### src/rtl/cluster_clock_gate_ctrl_pkg.sv
// Shared types for the cluster clock-gate sequencer: per-channel FSM states and the reset state.
package cluster_clock_gate_ctrl_pkg;

    typedef enum logic [1:0] {
        CG_ACTIVE    = 2'd0,
        CG_IDLE_WAIT = 2'd1,
        CG_GATED     = 2'd2,
        CG_WAKING    = 2'd3
    } cg_state_e;

    localparam cg_state_e CG_RESET_STATE = CG_ACTIVE;

    // The gate cell is enabled in every state except GATED.
    function automatic logic cg_clk_en(input cg_state_e state);
        logic en;
        case (state)
            CG_GATED: en = 1'b0;
            default:  en = 1'b1;
        endcase
        return en;
    endfunction

endpackage

### src/rtl/cluster_clock_gate_ch.sv
// One channel of the clock-gate sequencer: idle hysteresis, wake settling and the wake acknowledge.
module cluster_clock_gate_ch
    import cluster_clock_gate_ctrl_pkg::*;
#(
    parameter int IDLE_CNT_W = 8,
    parameter int WAKE_LAT   = 2
) (
    input  logic                  clk_i,
    input  logic                  rst_ni,
    input  logic                  test_en_i,
    input  logic [IDLE_CNT_W-1:0] idle_thr_i,
    input  logic                  force_on_i,
    input  logic                  busy_i,
    input  logic                  wake_req_i,
    output logic                  wake_ack_o,
    output logic                  clk_en_o,
    output logic                  gated_o
);

    localparam int WAKE_CNT_W = (WAKE_LAT > 1) ? $clog2(WAKE_LAT) : 1;
    localparam logic [WAKE_CNT_W-1:0] WAKE_LAST = WAKE_CNT_W'(WAKE_LAT - 1);

    cg_state_e             state_q, state_d;
    logic [IDLE_CNT_W-1:0] idle_cnt_q, idle_cnt_d;
    logic [WAKE_CNT_W-1:0] wake_cnt_q, wake_cnt_d;
    logic                  clk_en_q, clk_en_d;
    logic                  gated_q, gated_d;
    logic                  ack_q, ack_d;
    logic                  keep_s;
    logic                  wake_s;
    logic [IDLE_CNT_W:0]   idle_inc_s;

    // Next-state, counter and registered-output logic for the channel FSM.
    always_comb begin
        state_d    = state_q;
        idle_cnt_d = idle_cnt_q;
        wake_cnt_d = wake_cnt_q;
        keep_s     = busy_i | wake_req_i | force_on_i | test_en_i |
                     (idle_thr_i == {IDLE_CNT_W{1'b0}});
        wake_s     = wake_req_i | force_on_i | test_en_i;
        // One extra bit so the saturating count and the live threshold compare never wrap.
        idle_inc_s = {1'b0, idle_cnt_q} + {{IDLE_CNT_W{1'b0}}, 1'b1};

        case (state_q)
            CG_ACTIVE: begin
                if (!keep_s) begin
                    state_d    = CG_IDLE_WAIT;
                    idle_cnt_d = {IDLE_CNT_W{1'b0}};
                end else begin
                    state_d = CG_ACTIVE;
                end
            end
            CG_IDLE_WAIT: begin
                if (idle_inc_s[IDLE_CNT_W]) begin
                    idle_cnt_d = idle_cnt_q;
                end else begin
                    idle_cnt_d = idle_inc_s[IDLE_CNT_W-1:0];
                end
                if (keep_s) begin
                    state_d = CG_ACTIVE;
                end else if (idle_inc_s >= {1'b0, idle_thr_i}) begin
                    state_d = CG_GATED;
                end else begin
                    state_d = CG_IDLE_WAIT;
                end
            end
            CG_GATED: begin
                if (wake_s) begin
                    state_d    = CG_WAKING;
                    wake_cnt_d = {WAKE_CNT_W{1'b0}};
                end else begin
                    state_d = CG_GATED;
                end
            end
            CG_WAKING: begin
                wake_cnt_d = wake_cnt_q + WAKE_CNT_W'(1);
                if (test_en_i || (wake_cnt_q == WAKE_LAST)) begin
                    state_d = CG_ACTIVE;
                end else begin
                    state_d = CG_WAKING;
                end
            end
            default: begin
                state_d = CG_RESET_STATE;
            end
        endcase

        clk_en_d = cg_clk_en(state_d);
        gated_d  = (state_d == CG_GATED);
        // Ack only once the clock is confirmed running; the !ack_q term forbids back-to-back pulses.
        ack_d    = wake_req_i & (state_q == CG_ACTIVE) & ~ack_q;
    end

    // State, counters and outputs; reset returns the channel to an ungated ACTIVE state.
    always_ff @(posedge clk_i or negedge rst_ni) begin
        if (!rst_ni) begin
            state_q    <= CG_RESET_STATE;
            idle_cnt_q <= {IDLE_CNT_W{1'b0}};
            wake_cnt_q <= {WAKE_CNT_W{1'b0}};
            clk_en_q   <= 1'b1;
            gated_q    <= 1'b0;
            ack_q      <= 1'b0;
        end else begin
            state_q    <= state_d;
            idle_cnt_q <= idle_cnt_d;
            wake_cnt_q <= wake_cnt_d;
            clk_en_q   <= clk_en_d;
            gated_q    <= gated_d;
            ack_q      <= ack_d;
        end
    end

    assign wake_ack_o = ack_q;
    assign clk_en_o   = clk_en_q;
    assign gated_o    = gated_q;

endmodule

### src/rtl/cluster_clock_gate_ctrl.sv
// Cluster clock-enable sequencer: one independent gating FSM per core/channel.
// Optional gated-cycle statistics are built when CLK_GATE_STATS_EN is defined.
module cluster_clock_gate_ctrl
    import cluster_clock_gate_ctrl_pkg::*;
#(
    parameter int NUM_CH     = 4,
    parameter int IDLE_CNT_W = 8,
    parameter int WAKE_LAT   = 2,
    parameter int STAT_W     = 32
) (
    input  logic                    clk_i,
    input  logic                    rst_ni,
    input  logic                    test_en_i,
    input  logic [IDLE_CNT_W-1:0]   cfg_idle_thr_i,
    input  logic [NUM_CH-1:0]       cfg_force_on_i,
    input  logic [NUM_CH-1:0]       busy_i,
    input  logic [NUM_CH-1:0]       wake_req_i,
    output logic [NUM_CH-1:0]       wake_ack_o,
    output logic [NUM_CH-1:0]       clk_en_o,
    output logic [NUM_CH-1:0]       gated_o
`ifdef CLK_GATE_STATS_EN
    ,
    input  logic                    stat_clr_i,
    output logic [NUM_CH*STAT_W-1:0] stat_gated_cnt_o
`endif
);

    if (WAKE_LAT < 1) begin : g_bad_wake_lat
        $error("cluster_clock_gate_ctrl: WAKE_LAT must be at least 1");
    end
    if (STAT_W < 1) begin : g_bad_stat_w
        $error("cluster_clock_gate_ctrl: STAT_W must be at least 1");
    end

    for (genvar i = 0; i < NUM_CH; i++) begin : g_ch
        cluster_clock_gate_ch #(
            .IDLE_CNT_W (IDLE_CNT_W),
            .WAKE_LAT   (WAKE_LAT)
        ) u_ch (
            .clk_i      (clk_i),
            .rst_ni     (rst_ni),
            .test_en_i  (test_en_i),
            .idle_thr_i (cfg_idle_thr_i),
            .force_on_i (cfg_force_on_i[i]),
            .busy_i     (busy_i[i]),
            .wake_req_i (wake_req_i[i]),
            .wake_ack_o (wake_ack_o[i]),
            .clk_en_o   (clk_en_o[i]),
            .gated_o    (gated_o[i])
        );

`ifdef CLK_GATE_STATS_EN
        logic [STAT_W-1:0] stat_q, stat_d;

        // Saturating count of cycles this channel's gate cell is disabled; clear has priority.
        always_comb begin
            if (stat_clr_i) begin
                stat_d = {STAT_W{1'b0}};
            end else if (!clk_en_o[i] && (stat_q != {STAT_W{1'b1}})) begin
                stat_d = stat_q + STAT_W'(1);
            end else begin
                stat_d = stat_q;
            end
        end

        // Gated-cycle counter register.
        always_ff @(posedge clk_i or negedge rst_ni) begin
            if (!rst_ni) begin
                stat_q <= {STAT_W{1'b0}};
            end else begin
                stat_q <= stat_d;
            end
        end

        assign stat_gated_cnt_o[i*STAT_W +: STAT_W] = stat_q;
`endif
    end

endmodule

### config.mk
export PLATFORM = sky130hd
export DESIGN_NAME = cluster_clock_gate_ctrl
export DESIGN_NICKNAME = d
export VERILOG_FILES = /design/src/rtl/cluster_clock_gate_ctrl_pkg.sv /design/src/rtl/cluster_clock_gate_ch.sv /design/src/rtl/cluster_clock_gate_ctrl.sv
export SDC_FILE = /design/constraint.sdc
export NUM_CORES = 1
export LEC_CHECK = 0
export CAP_MARGIN = 30
export CORE_ASPECT_RATIO = 1.75
export CORE_MARGIN = 2
export CORE_UTILIZATION = 52
export DETAILED_ROUTE_END_ITERATION = 8
export PLACE_DENSITY = 0.76
export SLEW_MARGIN = 5
export SYNTH_ARGS = -nofsm -noshare
export SYNTH_HDL_FRONTEND = slang
export SYNTH_SLANG_ARGS = --single-unit
### constraint.sdc
create_clock -name clk_i -period 2.6 [get_ports clk_i]
set_clock_uncertainty 0.2 [all_clocks]
set_input_delay 0.52 -clock clk_i [delete_from_list [all_inputs] [get_ports clk_i]]
set_output_delay 0.52 -clock clk_i [all_outputs]
set_load 0.01 [all_outputs]
# Yosys cells after proc, flatten, opt, wreduce, memory -nomap -nowiden

Cells that the tools add are included.

$add $sub $neg: 8
Order comparisons: 4
Eq/ne operators: 28
Multiplexer cells: 48
Bitwise gates (word level): 36
Reduce and logical (&&, ||, !) cells: 25

Operator list:

| cell                                                            | count |
|---|---|
| 8-bit 2-to-1 mux                                                | 8 |
| 8-bit one-hot mux with 2 select lines                           | 4 |
| 8-bit by 1-bit adder with 9-bit output, second input constant   | 4 |
| 9-bit by 8-bit >= comparator with 1-bit output                  | 4 |
| 2-bit one-hot mux with 4 select lines                           | 4 |
| 2-bit == test, second input constant                            | 12 |
| 2-bit 2-to-1 mux                                                | 12 |
| 1-bit bitwise OR                                                | 24 |
| 1-bit 2-to-1 mux                                                | 16 |
| 2-bit != test, second input constant                            | 8 |
| 2-bit nonzero test                                              | 8 |
| 3-bit AND reduction                                             | 4 |
| 1-bit bitwise AND                                               | 8 |
| 2-bit by 1-bit == test with 1-bit output, second input constant | 4 |
| 2-bit logical NOT                                               | 4 |
| 8-bit logical NOT                                               | 1 |
| 2-bit by 1-bit != test with 1-bit output, second input constant | 4 |
| 1-bit one-hot mux with 2 select lines                           | 4 |
| 2-bit AND reduction                                             | 4 |
| 1-bit adder, second input constant                              | 4 |
| 1-bit logical OR                                                | 4 |
| 1-bit inverter                                                  | 4 |

Bits in registers: 56
Input bits: 23
Output and inout bits: 12

# Logic depth before layout (Yosys ltp)

Word-level depth: 8
Gate-level depth with buffers: 11
Mapped depth without buffers: 10

# Hierarchy

A second synthesis with hierarchy kept.

Cell total of the unflattened synthesis: 420
Area total of the unflattened synthesis: 3,883.7 um^2

Modules (own cells, without submodules):

| module                | instances | cells an instance | area each (um^2) | sequential area each (um^2) |
|---|---|---|---|---|
| cluster_clock_gate_ch | 4         | 105               | 970.9            | 351.6 |

# Worst setup path before layout

Ideal clock, no wire load.

Kind: reg2reg
Start: register g_ch[0].u_ch.idle_cnt_q[0]
End: register g_ch[0].u_ch.state_q[1]
Data arrival time: 2.379 ns
Data required time: 2.282 ns
Path slack: -0.097 ns
Cell stages (with the launch flop): 12
Buffers on the path: 1
Clock period less this slack: 2.697 ns
Cell sequence: dfrtp_1 -> ha_1 -> and3_1 -> clkbuf_1 -> nand3_1 -> xnor2_1 -> ha_1 -> a21o_1 -> a32o_1 -> o31ai_1 -> a21oi_1 -> a21o_1

Cells in the longest elaborated chain, start to end: 5

Ends and longest elaborated chain:

| item                                           | line                         | RTL |
|---|---|---|
| start, declared                                | cluster_clock_gate_ch.sv:24  | `logic [IDLE_CNT_W-1:0] idle_cnt_q, idle_cnt_d;` |
| start signal, assigned                         | cluster_clock_gate_ch.sv:98  | `idle_cnt_q <= {IDLE_CNT_W{1'b0}};` |
| start signal, assigned                         | cluster_clock_gate_ch.sv:105 | `idle_cnt_q <= idle_cnt_d;` |
| 8-bit by 1-bit adder with 9-bit output         | cluster_clock_gate_ch.sv:42  | `idle_inc_s = {1'b0, idle_cnt_q} + {{IDLE_CNT_W{1'b0}}, 1'b1};` |
| 9-bit by 8-bit >= comparator with 1-bit output | cluster_clock_gate_ch.sv:61  | `end else if (idle_inc_s >= {1'b0, idle_thr_i}) begin` |
| 2-bit 2-to-1 mux                               | cluster_clock_gate_ch.sv:61  |  |
| 2-bit 2-to-1 mux                               | cluster_clock_gate_ch.sv:59  | `if (keep_s) begin` |
| 2-bit one-hot mux with 4 select lines          | cluster_clock_gate_ch.sv:44  | `case (state_q)` |
| net g_ch[0].u_ch.state_d[1]                    | cluster_clock_gate_ch.sv:23  | `cg_state_e state_q, state_d;` |
| end signal, assigned                           | cluster_clock_gate_ch.sv:104 | `state_q <= state_d;` |
| end, declared                                  | cluster_clock_gate_ch.sv:23  |  |

The timed path passes the listed nets, and every way through them passes these cells.
A chain may end at the register's enable or synchronous reset.

# Worst setup path after layout

Start: register g_ch[1].u_ch.idle_cnt_q[1]
End: register g_ch[1].u_ch.gated_q

Cells in the longest elaborated chain, start to end: 6

Ends and longest elaborated chain:

| item                                           | line                         | RTL |
|---|---|---|
| start, declared                                | cluster_clock_gate_ch.sv:24  |  |
| start signal, assigned                         | cluster_clock_gate_ch.sv:98  |  |
| start signal, assigned                         | cluster_clock_gate_ch.sv:105 |  |
| 8-bit by 1-bit adder with 9-bit output         | cluster_clock_gate_ch.sv:42  |  |
| 9-bit by 8-bit >= comparator with 1-bit output | cluster_clock_gate_ch.sv:61  |  |
| 2-bit 2-to-1 mux                               | cluster_clock_gate_ch.sv:61  |  |
| 2-bit 2-to-1 mux                               | cluster_clock_gate_ch.sv:59  |  |
| 2-bit one-hot mux with 4 select lines          | cluster_clock_gate_ch.sv:44  |  |
| 2-bit == test                                  | cluster_clock_gate_ch.sv:89  | `gated_d = (state_d == CG_GATED);` |
| net g_ch[1].u_ch.gated_d                       | cluster_clock_gate_ch.sv:27  | `logic gated_q, gated_d;` |
| end signal, assigned                           | cluster_clock_gate_ch.sv:108 | `gated_q <= gated_d;` |
| end, declared                                  | cluster_clock_gate_ch.sv:27  |  |

The timed path passes the listed nets, and every way through them passes these cells.

==> impl_results.md <==
- Final Core Density: 68.2%
- Clock-pin slew on the worst setup and hold paths: 0.07 ns
- Syn_nets: 456
- Ratio of cells with drive above 1 in the final layout: 21.2%
- Simple logic cell fraction of the synthesized area: 18.7%
- Post-synth ARST share: 100%
- Mux share of post-synthesis cell area: 0.539%
- Met3 usage: 3.88%
- Worst slew pin tran: 0.592 ns
- RSZ-0062 raised after global routing: true
- CP peak stage delay: 0.39 ns
- First-pass GRT wire length: 15.0 mm
- Comb power frac: 38.3%
- CP max FO: 3
- Net switching power: 0.00117 W
- Seq cells post-synth: 56
- Final setup violation count: 0
- Sequential area share after synthesis: 37.9%
- Later-pin clock latency in the skew report: 0.30 ns
- Sw Share: 35.0%
- Ys flop type: dfrtp_1
- Vias in the first global route: 3301
- Internal cell power: 0.00216 W
- First DRT Iteration DRCs: 199
- Largest family of logic cells by synthesized area: compound AO/OA/AOI/OAI gates
- ANT nets after route: 0
- Antenna violations before repair: 0
- # IOs: 35
- Root Buffer: clkbuf_16
- Gr busiest metal: met2
- CTS tree: yes
- Total CTS buffers: 5
- Die width: 67.9 µm
- Static leakage: 2.25 nW
- # diodes: 0
- R2R depth: 10
- Synth top area cells: dfrtp_1 (35%), ha_1 (12%), nand2_1 (3.6%)
- Crit path capture type: register
- Final HPWL DP: 7.06 mm
- Largest net degree at the start of global routing: 31
- Compound-Gate Fraction of Synth Area: 20.4%
- Drt drc: 0
- Synthesized area: 0.00371 mm²
- Critical Path RT: 2.58 ns
- Routing usage on met1: 28.2%
- Synth warnings: 0
- WP buf/inv: 0
- Crit path cell chain: ha_2 -> and3_4 -> nand3_1 -> xnor2_2 -> ha_1 -> a21oi_1 -> o221ai_2 -> a211oi_2 -> nor2b_2 -> a22o_1
- Tot GR Track Use: 25.3%
- Syn avg cell area: 9.35 µm²
- Layout Area Growth over Synthesis: 26.9%
- GP Congestion: 0.830
- EDFF count, synth: 0
- Maximum clock insertion buffer count: 2
- Drt total wl: 9.55 mm
- Fillers: 531
- Startpoint types: register
- Count of different cell masters after synthesis: 50
- Count of final hold-check violations: 0
- Max-slew violations: 0
- Worst EP arrival: 2.56 ns
- Syn Inst Count: 397
- Synth area leader: dfrtp_1
- Setup ws final: 0.0201 ns
- WS Path Type: register to register
- Routed WL per cell: 17.2 µm
- Post-place setup slack: -0.146 ns
- Hold buffer count at cts: 0
- Max cap viols: 0
- First-pass iteration count of the detailed router: 4
- Worst slew margin: 60.4%
- Placed cells: 541
- Reg-to-reg startpoint: g_ch[1].u_ch.idle_cnt_q[1]
- Nets: 530
- Hold_ws: 0.0213 ns
- Crit-path leading delay family: compound AO/OA/AOI/OAI gates
- CP Launch Point: g_ch[1].u_ch.idle_cnt_q[1]
- Post-synth top area share: 35.0%
- Chip height: 116 µm
- DR vias/cell: 5.99
- Starting Density: 53.8%
- Adder-Cell Fraction of Synth Area: 12.1%
- Core area: 0.00691 mm²
- Post-Layout Cell Count: 556
- Max VDD drop: 0.557 mV
- Row cnt: 40
- Hold Path Class: primary input to asynchronous set/reset pin
- Gr ovfl total: 0
- M2 GR Usage: 45.7%
- Reg-to-reg slack, setup: 0.02 ns
- Count leader, synth: dfrtp_1
- Clock network power share: 23.2%
- Synth cell count leaders: dfrtp_1 (52), ha_1 (36), nand2_1 (36)
- XOR/XNOR Fraction of Synth Area: 5.19%
- Outcome: finished, final reports clean
- Power per cell area: 707 mW/mm²
- Fmax: 0.388 GHz
- H-tree depth: 2
- Placed instance area: 0.00438 mm²
- R2R Path End: g_ch[1].u_ch.gated_o
- IO buf count: 34
- Cell with the largest stage delay on the worst path: dfrtp_1
- Clock sink count: 56
- Sequential power share: 38.5%
- Post-route design area: 0.00471 mm²
- Die area: 0.00786 mm²
- Final Cycle Share: 99.2%
- Fin crit period: 2.58 ns
- Routed via count: 3330
-- through the flow --
step	power [W]	TNS (ns)
final	0.00333	0
after detailed placement	0.00244	-3.62
after floorplan	0.00198	0
after CTS	0.00322	0
after global routing	0.00355	-0.555
after global placement	0.00238	-2.50
-- flip-flops by register name, indices dropped and copies added (netlist names) --
signal,count
g_ch.u_ch.clk_en_o,4
g_ch.u_ch.gated_o,4
g_ch.u_ch.idle_cnt_q,32
g_ch.u_ch.state_q,8
g_ch.u_ch.wake_ack_o,4
g_ch.u_ch.wake_cnt_q,4
-- area by class of cell --
class                   instances  area (µm²)  share of cell area (%)
clock buffers                   7         133                    2.81
clock inverters                 1        30.0                   0.637
inverters                      19        71.3                    1.51
multi-input cells             302        2230                    47.4
flip-flops and latches         56        1410                    29.9
well taps                      84         105                    2.23
repair buffers                 87         733                    15.6
-- worst max-delay path by stage --
stage,cells past startpoint,end
after floorplan,11,g_ch[0].u_ch.state_q[1]
after global placement,8,g_ch[1].u_ch.clk_en_o
after detailed placement,8,g_ch[2].u_ch.clk_en_o
after CTS,10,g_ch[3].u_ch.state_q[1]
after global routing,10,g_ch[3].u_ch.state_q[1]
final,10,g_ch[1].u_ch.gated_o
-- layer usage --
metal / up-vias / routed length [µm] / share of wire (%)
li1: 1590 / - / -
met1: 1630 / 3690 / 39
met2: 80 / 5100 / 53
met3: 30 / 308 / 3.2
met4: 0 / 450 / 4.7
met5: - / 0 / 0
-- power groups by stage --
stage | Combinational [W] | Sequential [W] | Clock, W
6_report | 0.00128 | 0.00128 | 0.000774
2_1_floorplan | 0.000744 | 0.00124 | 0
4_1_cts | 0.00118 | 0.00126 | 0.000781
5_1_grt | 0.00143 | 0.00131 | 0.000805
3_3_place_gp | 0.00112 | 0.00126 | 0
3_5_place_dp | 0.00117 | 0.00127 | 0
-- repair_timing --
item	in CTS	in global routing
pin swaps	0	7
gates resized for setup	2	21
setup endpoints to repair	6	14
setup buffers	1	6
-- cells in the final DEF (no fill, tap or decap), types with 5 or more instances in the layout --
master           instances
ha_1                    33
xnor2_2                  5
buf_4                   53
nand2b_1                13
nand2_1                 36
a31oi_1                  7
a21oi_1                 22
clkbuf_16                5
a21o_1                   6
clkdlybuf4s50_1         33
dfrtp_1                 51
inv_1                   19
nand3_1                 19
and3_1                   7
xor2_1                   9
xnor2_1                  8
a22o_1                   8
o21ai_0                 23
nor2_1                  20
-- worst register-to-register path, stage by stage (launching register included) --
cell and delay, ns:
dfrtp_1 0.39, ha_2 0.20, and3_4 0.19, nand3_1 0.13
xnor2_2 0.22, ha_1 0.27, a21oi_1 0.16, o221ai_2 0.11
a211oi_2 0.27, nor2b_2 0.09, a22o_1 0.24
-- cells by family (layout without fill, tap and decap cells) --
family / count (synthesis) / after routing
AOI/OAI and AO/OA: 109 / 109
DFF: 56 / 56
buffers and inverters: 39 / 114
muxes: 2 / 2
xor gates and xnor gates: 22 / 22
adders and majority gates: 36 / 36
and+or+nand+nor: 133 / 133
(Power assumes the default switching activity.)
